===== src/rtl/rp_bram_pkg.sv =====
// Shared definitions for the acquisition BRAM readout path.
// Contents:
//   rd_state_e  - readout FSM state encoding (status-visible, fixed values)
//   RD_LAT_DEF  - default BRAM read latency in clocks
//   fifo_depth  - output FIFO depth for a given read latency
package rp_bram_pkg;

  typedef enum logic [1:0] {
    ST_IDLE   = 2'd0,
    ST_SETUP  = 2'd1,
    ST_STREAM = 2'd2,
    ST_DRAIN  = 2'd3
  } rd_state_e;

  localparam int unsigned RD_LAT_DEF = 2;

  // Two slots beyond the read latency cover the FIFO register and one
  // sample in flight to the consumer, so a ready-high stream has no bubbles.
  function automatic int unsigned fifo_depth(input int unsigned rd_lat);
    return rd_lat + 2;
  endfunction

endpackage


===== src/rtl/rp_bram_rd_fifo.sv =====
// Small synchronous FIFO for the readout return path.
// Ports:
//   clk, rst_n  - clock, asynchronous active-low reset
//   flush       - empties the FIFO (wins over push/pop)
//   push        - write push_data (caller guarantees space)
//   push_data   - write data
//   pop         - remove the head entry (ignored when empty)
//   head        - current head entry, stable until popped
//   count       - number of stored entries
//   empty       - no entries stored
module rp_bram_rd_fifo #(
  parameter int unsigned W     = 17,
  parameter int unsigned DEPTH = 4,
  parameter int unsigned CW    = $clog2(DEPTH + 1)
) (
  input  logic          clk,
  input  logic          rst_n,
  input  logic          flush,
  input  logic          push,
  input  logic [W-1:0]  push_data,
  input  logic          pop,
  output logic [W-1:0]  head,
  output logic [CW-1:0] count,
  output logic          empty
);

  localparam int unsigned   AW       = $clog2(DEPTH);
  localparam logic [AW-1:0] LAST_IDX = AW'(DEPTH - 1);

  logic [W-1:0]  mem [DEPTH];
  logic [AW-1:0] wr_ptr;
  logic [AW-1:0] rd_ptr;
  logic          do_pop;

  assign empty  = (count == '0);
  assign do_pop = pop && !empty;
  assign head   = mem[rd_ptr];

  always_ff @(posedge clk or negedge rst_n) begin
    if (!rst_n) begin
      wr_ptr <= '0;
      rd_ptr <= '0;
      count  <= '0;
      for (int unsigned i = 0; i < DEPTH; i++) begin
        mem[i] <= '0;
      end
    end else if (flush) begin
      wr_ptr <= '0;
      rd_ptr <= '0;
      count  <= '0;
    end else begin
      if (push) begin
        mem[wr_ptr] <= push_data;
        wr_ptr      <= (wr_ptr == LAST_IDX) ? '0 : wr_ptr + 1'b1;
      end
      if (do_pop) begin
        rd_ptr <= (rd_ptr == LAST_IDX) ? '0 : rd_ptr + 1'b1;
      end
      case ({push, do_pop})
        2'b10:   count <= count + 1'b1;
        2'b01:   count <= count - 1'b1;
        default: ;
      endcase
    end
  end

endmodule


===== src/rtl/rp_bram_rd_sm.sv =====
// Readout state machine for the circular ADC acquisition BRAM. After a
// capture it streams pre-trigger then post-trigger samples, wrapping at the
// buffer end, absorbing the BRAM read latency and presenting a valid/ready
// stream.
// Ports:
//   adc_clk_i, adc_rstn_i      - clock, asynchronous active-low reset
//   rd_start_i, rd_abort_i     - start / cancel pulses
//   wp_trig_i, we_cnt_i        - trigger write pointer, samples written pre-trigger
//   pre_len_i, len_i           - requested pre-trigger count, window length
//   bram_en_o, bram_addr_o     - BRAM read port request
//   bram_data_i                - BRAM read data, RD_LAT clocks after request
//   m_data_o, m_valid_o,
//   m_last_o, m_ready_i        - output sample stream
//   busy_o, done_o             - status: readout active, window completed pulse
//   rd_cnt_o, state_o          - samples accepted in this window, FSM state
module rp_bram_rd_sm
  import rp_bram_pkg::*;
#(
  parameter int unsigned RSZ    = 14,
  parameter int unsigned DW     = 16,
  parameter int unsigned RD_LAT = RD_LAT_DEF
) (
  input  logic           adc_clk_i,
  input  logic           adc_rstn_i,
  input  logic           rd_start_i,
  input  logic           rd_abort_i,
  input  logic [RSZ-1:0] wp_trig_i,
  input  logic [31:0]    we_cnt_i,
  input  logic [RSZ-1:0] pre_len_i,
  input  logic [RSZ:0]   len_i,
  output logic           bram_en_o,
  output logic [RSZ-1:0] bram_addr_o,
  input  logic [DW-1:0]  bram_data_i,
  output logic [DW-1:0]  m_data_o,
  output logic           m_valid_o,
  output logic           m_last_o,
  input  logic           m_ready_i,
  output logic           busy_o,
  output logic           done_o,
  output logic [RSZ:0]   rd_cnt_o,
  output logic [1:0]     state_o
);

  localparam int unsigned DEPTH    = fifo_depth(RD_LAT);
  localparam int unsigned CW       = $clog2(DEPTH + 1);
  localparam logic [RSZ:0] FULL_LEN = {1'b1, {RSZ{1'b0}}};

  rd_state_e      state;
  rd_state_e      state_nxt;
  logic [RSZ-1:0] wp_lat;
  logic [RSZ-1:0] pre_lat;
  logic [RSZ:0]   len_lat;
  logic [RSZ-1:0] addr;
  logic [RSZ:0]   issue_cnt;
  logic [RSZ:0]   rd_cnt;
  logic [RSZ:0]   len_eff;
  logic [RSZ-1:0] pre_eff;
  logic [RD_LAT-1:0] vpipe;
  logic [RD_LAT-1:0] lpipe;
  logic [CW-1:0]  outstanding;
  logic [CW-1:0]  fifo_count;
  logic [CW:0]    inflight;
  logic           fifo_empty;
  logic [DW:0]    fifo_head;
  logic           room;
  logic           issue;
  logic           last_issue;
  logic           flush;
  logic           accept;
  logic           accept_start;
  logic           done;

  // Clamp the window to what exists: never more than the buffer, and never
  // reach back past the first written sample or beyond the window itself.
  always_comb begin
    len_eff = (len_i > FULL_LEN) ? FULL_LEN : len_i;
    pre_eff = pre_len_i;
    if (we_cnt_i < 32'(pre_eff)) begin
      pre_eff = we_cnt_i[RSZ-1:0];
    end
    if ({1'b0, pre_eff} > len_i) begin
      pre_eff = len_i[RSZ-1:0];
    end
  end

  always_comb begin
    outstanding = '0;
    for (int unsigned i = 0; i < RD_LAT; i++) begin
      outstanding = outstanding + CW'(vpipe[i]);
    end
  end

  assign inflight     = {1'b0, outstanding} + {1'b0, fifo_count};
  assign room         = inflight < (CW + 1)'(DEPTH);
  assign accept       = m_valid_o && m_ready_i;
  assign accept_start = (state == ST_IDLE) && rd_start_i && !rd_abort_i;
  assign last_issue   = (issue_cnt == (RSZ + 1)'(1));

  always_comb begin
    state_nxt = state;
    issue     = 1'b0;
    flush     = 1'b0;
    case (state)
      ST_IDLE: begin
        if (accept_start && (len_eff != '0)) begin
          state_nxt = ST_SETUP;
        end
      end
      ST_SETUP: begin
        state_nxt = ST_STREAM;
      end
      ST_STREAM: begin
        issue = (issue_cnt != '0) && room;
        if (issue && last_issue) begin
          state_nxt = ST_DRAIN;
        end
      end
      ST_DRAIN: begin
        if (accept && m_last_o) begin
          state_nxt = ST_IDLE;
        end
      end
      default: state_nxt = ST_IDLE;
    endcase
    if (rd_abort_i && (state != ST_IDLE)) begin
      state_nxt = ST_IDLE;
      issue     = 1'b0;
      flush     = 1'b1;
    end
  end

  always_ff @(posedge adc_clk_i or negedge adc_rstn_i) begin
    if (!adc_rstn_i) begin
      state <= ST_IDLE;
    end else begin
      state <= state_nxt;
    end
  end

  always_ff @(posedge adc_clk_i or negedge adc_rstn_i) begin
    if (!adc_rstn_i) begin
      wp_lat    <= '0;
      pre_lat   <= '0;
      len_lat   <= '0;
      addr      <= '0;
      issue_cnt <= '0;
      rd_cnt    <= '0;
      vpipe     <= '0;
      lpipe     <= '0;
      done      <= 1'b0;
    end else begin
      if (accept_start) begin
        wp_lat  <= wp_trig_i;
        pre_lat <= pre_eff;
        len_lat <= len_eff;
      end

      if (state == ST_SETUP) begin
        addr      <= wp_lat - pre_lat;
        issue_cnt <= len_lat;
      end else if (issue) begin
        addr      <= addr + 1'b1;
        issue_cnt <= issue_cnt - 1'b1;
      end

      // Read-return tracking: a set bit in the last stage means bram_data_i
      // carries a requested sample this cycle. Abort drops in-flight returns.
      vpipe[0] <= issue && !flush;
      lpipe[0] <= last_issue;
      for (int unsigned i = 1; i < RD_LAT; i++) begin
        vpipe[i] <= vpipe[i-1] && !flush;
        lpipe[i] <= lpipe[i-1];
      end

      if (accept_start) begin
        rd_cnt <= '0;
      end else if (accept) begin
        rd_cnt <= rd_cnt + 1'b1;
      end

      done <= (accept_start && (len_eff == '0)) ||
              ((state == ST_DRAIN) && accept && m_last_o && !flush);
    end
  end

  // The last-sample tag travels with the data so m_last_o needs no counter
  // comparison at the output.
  rp_bram_rd_fifo #(
    .W    (DW + 1),
    .DEPTH(DEPTH),
    .CW   (CW)
  ) u_fifo (
    .clk      (adc_clk_i),
    .rst_n    (adc_rstn_i),
    .flush    (flush),
    .push     (vpipe[RD_LAT-1] && !flush),
    .push_data({lpipe[RD_LAT-1], bram_data_i}),
    .pop      (accept),
    .head     (fifo_head),
    .count    (fifo_count),
    .empty    (fifo_empty)
  );

  assign bram_en_o   = issue;
  assign bram_addr_o = addr;
  assign m_data_o    = fifo_head[DW-1:0];
  assign m_valid_o   = !fifo_empty;
  assign m_last_o    = fifo_head[DW] && !fifo_empty;
  assign busy_o      = (state != ST_IDLE);
  assign done_o      = done;
  assign rd_cnt_o    = rd_cnt;
  assign state_o     = state;

endmodule

===== config.mk =====
export PLATFORM = sky130hd
export DESIGN_NAME = rp_bram_rd_sm
export DESIGN_NICKNAME = d
export VERILOG_FILES = /design/src/rtl/rp_bram_pkg.sv /design/src/rtl/rp_bram_rd_fifo.sv /design/src/rtl/rp_bram_rd_sm.sv
export SDC_FILE = /design/constraint.sdc
export NUM_CORES = 1
export LEC_CHECK = 0
export ABC_AREA = 0
export CAP_MARGIN = 20
export CORE_AREA = 2 2 116 174
export DETAILED_ROUTE_END_ITERATION = 6
export DIE_AREA = 0 0 118 176
export PLACE_DENSITY = 0.87
export SKIP_CTS_REPAIR_TIMING = 1
export SYNTH_ARGS = -nofsm -noshare
export SYNTH_HDL_FRONTEND = slang
export SYNTH_SLANG_ARGS = --single-unit

===== constraint.sdc =====
create_clock -name adc_clk_i -period 2.3 [get_ports adc_clk_i]
set_clock_uncertainty 0.15 [all_clocks]
set_input_delay 0.46 -clock adc_clk_i [delete_from_list [all_inputs] [get_ports adc_clk_i]]
set_output_delay 0.46 -clock adc_clk_i [all_outputs]
set_load 0.1 [all_outputs]

# [Word level (Yosys, flattened, before mapping)]
# Cells that the tools add are included.
[classes] bitwise_logic=3 reduce_logical=35 n_mux=31 n_addsub=10 order_cmp=7 eq_ne=11
[op_table] op="$mux W15" n=5
[op_table] op="$bwmux W68" n=1
[op_table] op="$mux W14" n=4
[op_table] op="$mux W17" n=3
[op_table] op="$bmux W17 S2" n=1
[op_table] op="$demux W17 S2" n=1
[op_table] op="$lt A32 B14 Y1" n=1
[op_table] op="$reduce_bool A15 Y1" n=2
[op_table] op="$mux W2" n=10
[op_table] op="$logic_and A1 B1 Y1" n=18
[op_table] op="$add A15 B1 Y15 const B" n=1
[op_table] op="$eq A15 B1 Y1 const B" n=1
[op_table] op="$gt A14 B15 Y1" n=1
[op_table] op="$gt A15 B15 Y1 const B" n=1
[op_table] op="$logic_not A15 Y1" n=1
[op_table] op="$sub A15 B1 Y15 const B" n=1
[op_table] op="$add A14 B1 Y14 const B" n=1
[op_table] op="$sub A14 B14 Y14" n=1
[op_table] op="$eq A2 B2 Y1 const B" n=5
[op_table] op="$reduce_bool A2 Y1" n=5
[op_table] op="$pmux W2 S4" n=1
[op_table] op="$ge A3 B3 Y1 const B" n=2
[op_table] op="$ne A3 B3 Y1 const B" n=2
[op_table] op="$not A2 Y3" n=2
[op_table] op="20 further kinds" n=26
[totals] ff_bits=169

# [Logic depth before layout (Yosys ltp)]
# Gate-level depths: netlist of the first run.
[logic_depth] word_depth=9 mapped_depth=17

# [Cells and area by module]
# A second synthesis of the first run with hierarchy kept.
[unflattened] hier_cells=889 area_unflattened_um2=9741.8
[modules_own_cells] mod="rp_bram_rd_sm" n_inst=1 seq_area_each_um2=2352.3 cells_each=674 area_per_inst_um2=6038.3
[modules_own_cells] mod="rp_bram_rd_fifo" n_inst=1 seq_area_each_um2=1876.8 cells_each=215 area_per_inst_um2=3703.6

# [Least setup slack after synthesis of the first run]
# Ideal clock, no wire load.
[synth_path] kind="input to register" startpoint="in pre_len_i[6]" endpoint="reg pre_lat[10]" n_path_buf=2 t_arrival_ns=3.666 path_stages=17 required_ns=2.004 slack_ns=-1.662 cell_sequence="inv_1 > ha_1 > and3_1 > o211ai_1 > o21a_1 > o311ai_2 > buf_6 > mux2i_1 > inv_1 > ha_1 > and4_1 > a31oi_1 > a31oi_1 > a41oi_1 > nand2b_1 > clkbuf_1 > o221ai_1"
[synth_via] elab_chain_cells=4
[synth_lines] element="from (decl)" line="rp_bram_rd_sm.sv:29" source="input logic [RSZ-1:0] pre_len_i,"
[synth_lines] element="$lt A32 B14 Y1" line="rp_bram_rd_sm.sv:78" source="if (we_cnt_i < 32'(pre_eff)) begin"
[synth_lines] element="$mux W14 (*)" line="rp_bram_rd_sm.sv:78"
[synth_lines] element="$gt A14 B15 Y1" line="rp_bram_rd_sm.sv:81" source="if ({1'b0, pre_eff} > len_i) begin"
[synth_lines] element="$mux W14 (*)" line="rp_bram_rd_sm.sv:81"
[synth_lines] element="to (signal assigned)" line="rp_bram_rd_sm.sv:154" source="pre_lat <= pre_eff;"
[synth_lines] element="to (decl)" line="rp_bram_rd_sm.sv:51" source="logic [RSZ-1:0] pre_lat;"
# Mark *: on every way between the ends. The rest lies on a longest branch, timed or not.
# A chain may end at the register's enable or synchronous reset.

# [Final worst setup path of the first run]
[layout_path] startpoint="in we_cnt_i[15]" endpoint="reg pre_lat[13]"
[layout_via] elab_chain_cells=4
[layout_lines] element="from (decl)" line="rp_bram_rd_sm.sv:28" source="input logic [31:0] we_cnt_i,"
[layout_lines] element="$lt A32 B14 Y1 (*)" line="rp_bram_rd_sm.sv:78"
[layout_lines] element="$mux W14 (*)" line="rp_bram_rd_sm.sv:78"
[layout_lines] element="$gt A14 B15 Y1" line="rp_bram_rd_sm.sv:81"
[layout_lines] element="$mux W14 (*)" line="rp_bram_rd_sm.sv:81"
# Marked as above.

==> results of run 1 <==
[power groups by stage]
stage	clock (W)	combinational (W)	sequential [W]
floorplan	0	0.00606	0.00590
global placement	0	0.0102	0.00483
detailed placement	0	0.0105	0.00491
CTS	0.00289	0.0107	0.00491
global route	0.00305	0.0122	0.00515
finish	0.00294	0.0117	0.00505
[metal layers]
metal	vias up	share of wire, %	global-route usage [%]
met5	-	0	0
met3	152	5.9	4.55
met4	0	7.0	14.4
li1	3671	-	-
met2	483	54	48.2
met1	4129	33	28.3
[final cells by class]
| type | instances | area share (%) |
|---|---|---|
| clock buffer | 18 | 3.16 |
| clock inverter | 14 | 1.13 |
| inverter | 70 | 2.04 |
| multi-input combinational | 599 | 38.5 |
| sequential | 169 | 30.5 |
| tap | 256 | 2.30 |
| timing repair buffer | 306 | 22.4 |
[per-stage QoR]
| step | std cells | hold slack (ns) | worst slack, ns | cell area [µm²] |
|---|---|---|---|---|
| after floorplan | 869 | 0.0144 | -1.39 | 9580 |
| after detailed placement | 1369 | 0.188 | -2.07 | 12300 |
| final | 1432 | 0.208 | -1.38 | 13900 |
| after global placement | 1369 | 0.186 | -1.94 | 12300 |
| after global routing | 1432 | 0.212 | -1.47 | 13900 |
| after CTS | 1401 | -0.245 | -1.64 | 12900 |
[worst min-delay path by stage]
stage	from	to	slack, ns	cells after the start
finish	lpipe[0]$_DFF_PN0_	lpipe[1]$_DFF_PN0_	0.21	0
global route	lpipe[0]$_DFF_PN0_	lpipe[1]$_DFF_PN0_	0.21	0
CTS	adc_rstn_i	u_fifo.mem[51]$_DFFE_PN0P_	-0.25	1
detailed placement	lpipe[0]$_DFF_PN0_	lpipe[1]$_DFF_PN0_	0.19	0
global placement	lpipe[0]$_DFF_PN0_	lpipe[1]$_DFF_PN0_	0.19	0
floorplan	adc_rstn_i	bram_addr_o[0]$_DFFE_PN0P_	0.01	0
[cells by family after synthesis]
| family | count (synthesis) | synth area share, % |
|---|---|---|
| AO/OA/AOI/OAI | 139 | 10.6 |
| XOR/XNOR | 45 | 4.24 |
| multiplexers | 107 | 14.7 |
| adder cells (fa/ha/maj) | 56 | 7.69 |
| flip-flops | 169 | 45.5 |
| buffers and inverters | 102 | 4.53 |
| AND/OR/NAND/NOR | 251 | 12.7 |
[cell usage in the layout (no fill, tap or decap), types with 22 or more instances in the layout]
master,count
clkdlybuf4s50_1,55
buf_4,160
buf_6,22
buf_12,32
dlymetal6s2s_1,32
inv_1,57
ha_1,39
nor2_1,38
xor2_1,26
nand2_1,106
dfrtp_1,161
a21oi_1,22
mux2_2,68
[state kept, by name, indices dropped and copies added, names as in the netlist, 2 cells and up]
register / flops
bram_addr_o: 14
vpipe: 2
u_fifo.mem: 68
lpipe: 2
u_fifo.count: 3
state_o: 2
pre_lat: 14
wp_lat: 14
len_lat: 15
u_fifo.wr_ptr: 2
issue_cnt: 15
rd_cnt_o: 15
u_fifo.rd_ptr: 2
==> impl_metrics.json, run 1 <==
{
  "die_y_um": 176,
  "clkTransAtPathRegs_ns": 0.07,
  "synthesis.nets": 1021,
  "path_cells": "clkdlybuf4s50_1, nor2_1, nand2_1, a211oi_2, buf_4, o311ai_4, buf_6, buf_12, mux2i_2, inv_1, ha_1, buf_4, nand2_1, o21ai_0, nand2_1, a41oi_2, buf_4, nand2b_4, o221ai_1",
  "core_um2": 19200,
  "period_share_pct": 160,
  "ff_latch_area_um2": 4240,
  "synth_edf_count": 0,
  "clk_path_buf_depth": 2,
  "grt_max_degree": 50,
  "detail-route-antenna-nets": 0,
  "tritoncts_num_sinks": 169,
  "setup_viol": 66,
  "area_delta_synth_final_pct": 49.4,
  "p_comb_share_pct": 59.4,
  "groute.usage.overall_pct": 26.1,
  "worstSkewPairLatency_ns": 0.44,
  "cts-root-buf": "clkbuf_16",
  "worst_slew_pin_slew_ns": 0.451,
  "nets": 1315,
  "end_kind": "flip-flop",
  "synth-main-ff-cell": "dfrtp_1",
  "violations": "negative setup slack",
  "grt_pass1_vias": 8442,
  "maxCapViolCount": 0,
  "ys_types": 64,
  "cp_max_fo": 7,
  "die_x_um": 118,
  "ys_async_sr_fraction_pct": 100,
  "drt_first_pass_iters": 6,
  "crit_arrival_ns": 3.83,
  "r2r_start": "u_fifo.count[0]$_DFFE_PN0P_",
  "intPower_w": 0.0102,
  "wl_per_cell_um": 22.1,
  "synth_cells": 869,
  "irDropWorstVdd_v": 0.000984,
  "crit_cells": 19,
  "antenna_found_initial": 0,
  "regToRegEndpoint": "bram_addr_o[7]$_DFFE_PN0P_",
  "powerDensity_nw_per_um2": 1420,
  "yosysSeqAreaShare_pct": 45.5,
  "synth.cells.most_frequent": "169 x dfrtp_1, 116 x nand2_1, 69 x inv_1, 68 x mux2_2, 54 x ha_1",
  "min_path_type": "reg -> reg",
  "netSwitchingPower_w": 0.00947,
  "place.gp.congestion": 0.986,
  "ys_seq_elements": 169,
  "path_class": "in -> reg",
  "drv_slew": 0,
  "ios": 148,
  "total_power_w": 0.0197,
  "max_freq_mhz": 272,
  "rsz0062_at_grt": "yes",
  "antenna_cells": 0,
  "max_stage_delay_ns": 0.42,
  "yosysWarnings": 0,
  "reg2reg_slack_ns": -0.45,
  "synth_area_um2": 9300,
  "crit_slowest_cell": "clkdlybuf4s50_1",
  "grt_overflow": 0,
  "yosys.area.top_type": "dfrtp_1",
  "portBuffers": 147,
  "clockPowerShare_pct": 14.9,
  "finalWorstSetupSlack_ns": -1.38,
  "dieArea_um2": 20800,
  "drc": 0,
  "fin_util_pct": 72.6,
  "crit_start": "we_cnt_i[15]",
  "finalCriticalPeriod_ns": 3.68,
  "cellLeakagePower_nw": 6.75,
  "ys_top_cells_by_area": "dfrtp_1 45%, mux2_2 8.2%, ha_1 7.3%, nand2_1 4.7%, mux4_2 4.1%",
  "critPathTopFamily": "buffers and inverters",
  "wl_um": 31600,
  "grt_pass1_wl_um": 42800,
  "relSlewSlack_pct": 69.7,
  "htree_levels": 4,
  "endpoint": "pre_lat[13]$_DFFE_PN0P_",
  "p_seq_share_pct": 25.7,
  "cp.required_ns": 2.45,
  "viasPerCell": 5.89,
  "drt_iter0_drc": 734,
  "fillers": 1122,
  "cts_tree": "built",
  "crit_buf_inv": 7,
  "start_kind": "primary input",
  "num_rows": 62,
  "cts_buffers": 17,
  "synth_top_area_share_pct": 45.5,
  "hpwl_um": 19000,
  "outcome": "complete, but fails checks",
  "dr_total_vias": 8435,
  "initial_core_util_pct": 48.6,
  "swShare_pct": 48.1,
  "fin_setup_tns_ns": -30.46,
  "reg2reg_depth": 9,
  "drive_gt1_share_pct": 39.3,
  "hold_violations": 0,
  "synth.most_common_cell": "dfrtp_1",
  "avgSynthCellArea_um2": 10.7,
  "multi_input_area_um2": 5350
}
No activity file was read; power rests on OpenSTA's default activity.
==> run 2: changes to the inputs <==
Settings changed: CORE_AREA 2 2 116 174 to 2 2 125 188, CTS_CLUSTER_DIAMETER from default to 80, DIE_AREA 0 0 118 176 to 0 0 127 190, PLACE_DENSITY 0.87 to 0.75.
Clock period 2.3 ns to 4.2 ns, I/O delays scaled along.
==> run 2 against run 1 <==
Against the previous run:
- the flow now finishes without violations
- clock power decreased by 45%
- clock-buffer cell count increased by 1
- cell count decreased by 5.2%
- sequential cell count unchanged
- hold slack got worse by 0.0069 ns
- non-clock buffer count decreased by 97
- global-route usage decreased by 7.6 points
- power decreased by 53%
- setup slack improved by 1.5 ns
- largest power group unchanged
==> impl_metrics.json, run 2 (synthesized netlist as in run 1, its figures left out) <==
{
  "outcome": "completed",
  "layoutNonFillerInstCount": 1358,
  "largest-register": "u_fifo.mem",
  "die_y_um": 190,
  "irDropWorstVdd_v": 0.000462,
  "netSwitchingPower_w": 0.00435,
  "grt_pass1_wl_um": 35700,
  "fin_util_pct": 54.3,
  "grt_overflow": 0,
  "cts-root-buf": "clkbuf_16",
  "drc": 0,
  "start_kind": "primary input",
  "initial_core_util_pct": 41.1,
  "min_path_type": "reg -> reg",
  "drive_gt1_share_pct": 22.4,
  "grt_pass1_vias": 7590,
  "maxCapViolCount": 0,
  "die_x_um": 127,
  "fillers": 1951,
  "cp.required_ns": 4.39,
  "final_common_cell": "dfrtp_1",
  "cpMostUsedCell": "a31oi_1",
  "ios": 148,
  "drv_slew": 0,
  "intPower_w": 0.00485,
  "multi_input_area_um2": 4870,
  "viasPerCell": 5.30,
  "max_freq_mhz": 244,
  "tritoncts_num_sinks": 169,
  "drt_iter0_drc": 338,
  "clockPowerShare_pct": 17.5,
  "crit_arrival_ns": 4.28,
  "swShare_pct": 47.3,
  "setup_viol": 0,
  "dieArea_um2": 24100,
  "largest_register_ffs": 68,
  "portBuffers": 147,
  "end_kind": "flip-flop",
  "ff_latch_area_um2": 4230,
  "p_comb_share_pct": 53.5,
  "hpwl_um": 16900,
  "hold_violations": 0,
  "nets": 1217,
  "cts_tree": "built",
  "groute.usage.overall_pct": 18.5,
  "antenna_cells": 0,
  "max_stage_delay_ns": 0.43,
  "core_um2": 22600,
  "clkTransAtPathRegs_ns": 0.07,
  "wl_um": 22600,
  "critPathTopFamily": "compound AO/OA/AOI/OAI gates",
  "clk_path_buf_depth": 2,
  "relSlewSlack_pct": 29.3,
  "p_seq_share_pct": 29.0,
  "wl_per_cell_um": 16.6,
  "worstSkewPairLatency_ns": 0.43,
  "cts_buffers": 17,
  "detail-route-antenna-nets": 0,
  "cellLeakagePower_nw": 5.85,
  "num_rows": 68,
  "crit_slowest_cell": "clkdlybuf4s50_1",
  "worst_slew_pin_slew_ns": 1.06,
  "place.gp.congestion": 0.921,
  "grt_max_degree": 102,
  "drt_first_pass_iters": 5,
  "dr_total_vias": 7197,
  "placed_cells": 1321,
  "powerDensity_nw_per_um2": 750,
  "period_share_pct": 97.4,
  "area_delta_synth_final_pct": 32.0,
  "path_class": "in -> reg",
  "antenna_found_initial": 0,
  "finalCriticalPeriod_ns": 4.09,
  "htree_levels": 4,
  "path_cells": "clkdlybuf4s50_1, ha_1, a31oi_1, o21a_1, o311ai_4, buf_6, mux2i_2, inv_1, ha_4, and4_4, a31oi_1, a31oi_1, a41oi_2, buf_4, nand2_2, buf_8, o221ai_1",
  "mostFrequentLayoutCells": "169 x dfrtp_1, 115 x nand2_1, 115 x clkdlybuf4s50_1",
  "crit_buf_inv": 5,
  "cp_max_fo": 7
}
run 2: final timing paths:
kind | slack (ns) | depth (start not counted) | from | end
min | 0.20 | 0 | lpipe[0]$_DFF_PN0_ | lpipe[1]$_DFF_PN0_
max in group asynchronous | 2.60 | 2 | adc_rstn_i | issue_cnt[14]$_DFFE_PN0P_
min in group asynchronous | 0.36 | 1 | adc_rstn_i | u_fifo.mem[51]$_DFFE_PN0P_
max | 0.11 | 17 | we_cnt_i[1] | pre_lat[7]$_DFFE_PN0P_
min reg2reg | 0.20 | 0 | lpipe[0]$_DFF_PN0_ | lpipe[1]$_DFF_PN0_
max reg2reg | 1.39 | 8 | u_fifo.count[0]$_DFFE_PN0P_ | bram_addr_o[12]$_DFFE_PN0P_
run 2: power by group through the flow:
stage | Sequential (W) | Clock [W] | Combinational, W
finish | 0.00267 | 0.00161 | 0.00493
global route | 0.00275 | 0.00170 | 0.00527
CTS | 0.00267 | 0.00164 | 0.00491
detailed placement | 0.00270 | 0 | 0.00488
global placement | 0.00266 | 0 | 0.00479
floorplan | 0.00321 | 0 | 0.00321
run 2: per-layer routing:
layer  track usage (%)  up-vias  part of all wire, %
li1                  -     3467                    -
met1              19.7     3476                   38
met2              34.7      209                   53
met3              3.49       45                  5.1
met4              8.92        0                  3.8
met5                 0        -                    0
run 2: per-stage QoR:
stage	total power, W	TNS (ns)	instance area [µm²]	setup WS [ns]	hold WS [ns]
floorplan	0.00642	0	9310	0.00665	0.181
global placement	0.00745	-5.76	11400	-0.419	0.190
detailed placement	0.00758	-6.73	11400	-0.505	0.192
CTS	0.00922	-0.561	12000	-0.0674	0.206
global route	0.00973	-0.345	12300	-0.0538	0.217
finish	0.00921	0	12300	0.108	0.201
run 2: layout make-up:
| class | count | area share (%) |
|---|---|---|
| Tap cell | 280 | 2.85 |
| Clock buffer | 19 | 3.69 |
| Inverter | 70 | 2.14 |
| Multi-Input combinational cell | 598 | 39.6 |
| Clock inverter | 13 | 1.32 |
| Timing Repair Buffer | 209 | 15.9 |
| Sequential cell | 169 | 34.4 |
==> run 3: changes to the inputs <==
Settings changed: RECOVER_POWER from default to 100.
==> run 3 against run 2 <==
Against the previous run:
- the flow now finishes with violations (max-capacitance violations, max-slew violations)
- fmax is essentially flat
- sequential share of layout area is 0.37 points higher
- global-route usage is the same
- via count up 0.44%
- cell area is 1.0% lower
- first-iteration DRC count increased by 10%
- utilization is 0.57 points lower
- wire length is 0.20% higher
==> impl_metrics.json, run 3 (synthesized netlist as in run 1, its figures left out) <==
{
  "outcome": "complete, but fails checks",
  "violations": "max-capacitance violations, max-slew violations",
  "cpMostUsedCell": "a31oi_1",
  "core_um2": 22600,
  "die_y_um": 190,
  "drive_gt1_share_pct": 21.3,
  "clk_path_buf_depth": 2,
  "max_stage_delay_ns": 0.43,
  "grt_overflow": 0,
  "dr_total_vias": 7229,
  "antenna_cells": 0,
  "hpwl_um": 16900,
  "end_kind": "flip-flop",
  "reg2reg_depth": 8,
  "max_freq_mhz": 245,
  "num_rows": 68,
  "setup_viol": 0,
  "antenna_found_initial": 0,
  "powerDensity_nw_per_um2": 743,
  "initial_core_util_pct": 41.1,
  "detail-route-antenna-nets": 0,
  "drv_slew": 102,
  "groute.usage.overall_pct": 18.5,
  "place.gp.congestion": 0.921,
  "ios": 148,
  "cts-root-buf": "clkbuf_16",
  "die_x_um": 127,
  "fin_setup_tns_ns": 0,
  "grt_pass1_wl_um": 35700,
  "crit_slowest_cell": "clkdlybuf4s50_1",
  "finalHoldWorstSlack_ns": 0.201,
  "finalCriticalPeriod_ns": 4.09,
  "area_delta_synth_final_pct": 30.6,
  "cp_max_fo": 7,
  "placed_cells": 1321,
  "grt_pass1_vias": 7590,
  "path_class": "in -> reg",
  "dieArea_um2": 24100,
  "start_kind": "primary input",
  "drc": 0,
  "htree_levels": 4,
  "wl_um": 22600,
  "crit_arrival_ns": 4.28,
  "min_path_cells": 0,
  "tritoncts_num_sinks": 169,
  "relSlewSlack_pct": -64.9,
  "min_path_type": "reg -> reg",
  "largest_register_ffs": 68,
  "worstSkewPairLatency_ns": 0.43,
  "layoutNonFillerInstCount": 1358,
  "cts_tree": "built",
  "total_power_w": 0.00903,
  "cts_buffers": 17,
  "drt_iter0_drc": 373,
  "viasPerCell": 5.32,
  "period_share_pct": 97.4,
  "grt_max_degree": 102,
  "cellLeakagePower_nw": 5.86,
  "maxCapViolCount": 1,
  "mostFrequentLayoutCells": "169 x dfrtp_1, 115 x nand2_1, 80 x clkdlybuf4s50_1",
  "hold_violations": 0,
  "largest-register": "u_fifo.mem",
  "path_cells": "clkdlybuf4s50_1, ha_1, a31oi_1, o21a_1, o311ai_4, buf_6, mux2i_2, inv_1, ha_4, and4_4, a31oi_1, a31oi_1, a41oi_2, buf_4, nand2_2, buf_8, o221ai_1",
  "drt_first_pass_iters": 5,
  "final_common_cell": "dfrtp_1",
  "clkTransAtPathRegs_ns": 0.07,
  "portBuffers": 147,
  "nets": 1217,
  "worst_slew_pin_slew_ns": 2.47,
  "cp.required_ns": 4.39,
  "wl_per_cell_um": 16.7,
  "irDropWorstVdd_v": 0.000428
}
run 3: changes by cell type in the layout (fill, tap and decap cells not counted), sizes merged:
cell / previous run / this run
buf: 82 / 56
clkbuf: 19 / 45
clkdlybuf4s50: 115 / 80
dlygate4sd3: 0 / 35
run 3: layout make-up:
type                       count  area (µm²)
clock buffer                  19         453
clock inverter                13         163
fill                        1966       10500
inverter                      70         263
multi-input combinational    598        4830
sequential                   169        4230
tap                          280         350
timing repair buffer         209        1870
run 3: through the flow:
stage	utilization (%)	cell area, µm²	worst slack (ns)
4_1_cts	53.0	12000	-0.0674
6_report	53.7	12200	0.110
3_5_place_dp	50.2	11400	-0.505
3_3_place_gp	50.2	11400	-0.419
2_1_floorplan	-	9310	0.00665
5_1_grt	53.7	12200	-0.0538
run 3: power by group:
part           internal [W]  total (W)  switching [W]  leakage (nW)
registers           0.00224    0.00267       0.000429          2.20
logic               0.00154    0.00475        0.00321          3.36
clock network      0.000926    0.00161       0.000684         0.303
run 3: critical path, delay by kind of cell:
| kind | cells | cell delay (ns) |
|---|---|---|
| muxes | 1 | 0.24 |
| and+or+nand+nor | 2 | 0.27 |
| buffers and inverters | 5 | 1.07 |
| adders and majority gates | 2 | 0.52 |
| AOI/OAI and AO/OA | 7 | 1.33 |
run 3: per-layer routing:
metal | vias up | part of all wire, % | GRT usage [%]
met4 | 0 | 4.0 | 8.92
met3 | 46 | 5.4 | 3.49
li1 | 3471 | - | -
met2 | 226 | 52 | 34.7
met1 | 3486 | 38 | 19.7
met5 | - | 0 | 0
run 3: final timing paths:
kind                       slack [ns]                   startpoint                           to
setup / recovery                 0.11                  we_cnt_i[1]       pre_lat[7]$_DFFE_PN0P_
hold / removal                   0.20           lpipe[0]$_DFF_PN0_           lpipe[1]$_DFF_PN0_
setup reg to reg                 0.94  u_fifo.count[0]$_DFFE_PN0P_  bram_addr_o[12]$_DFFE_PN0P_
hold reg to reg                  0.20           lpipe[0]$_DFF_PN0_           lpipe[1]$_DFF_PN0_
max in group asynchronous        1.06                   adc_rstn_i  bram_addr_o[12]$_DFFE_PN0P_
min in group asynchronous        1.00                   adc_rstn_i   u_fifo.mem[51]$_DFFE_PN0P_
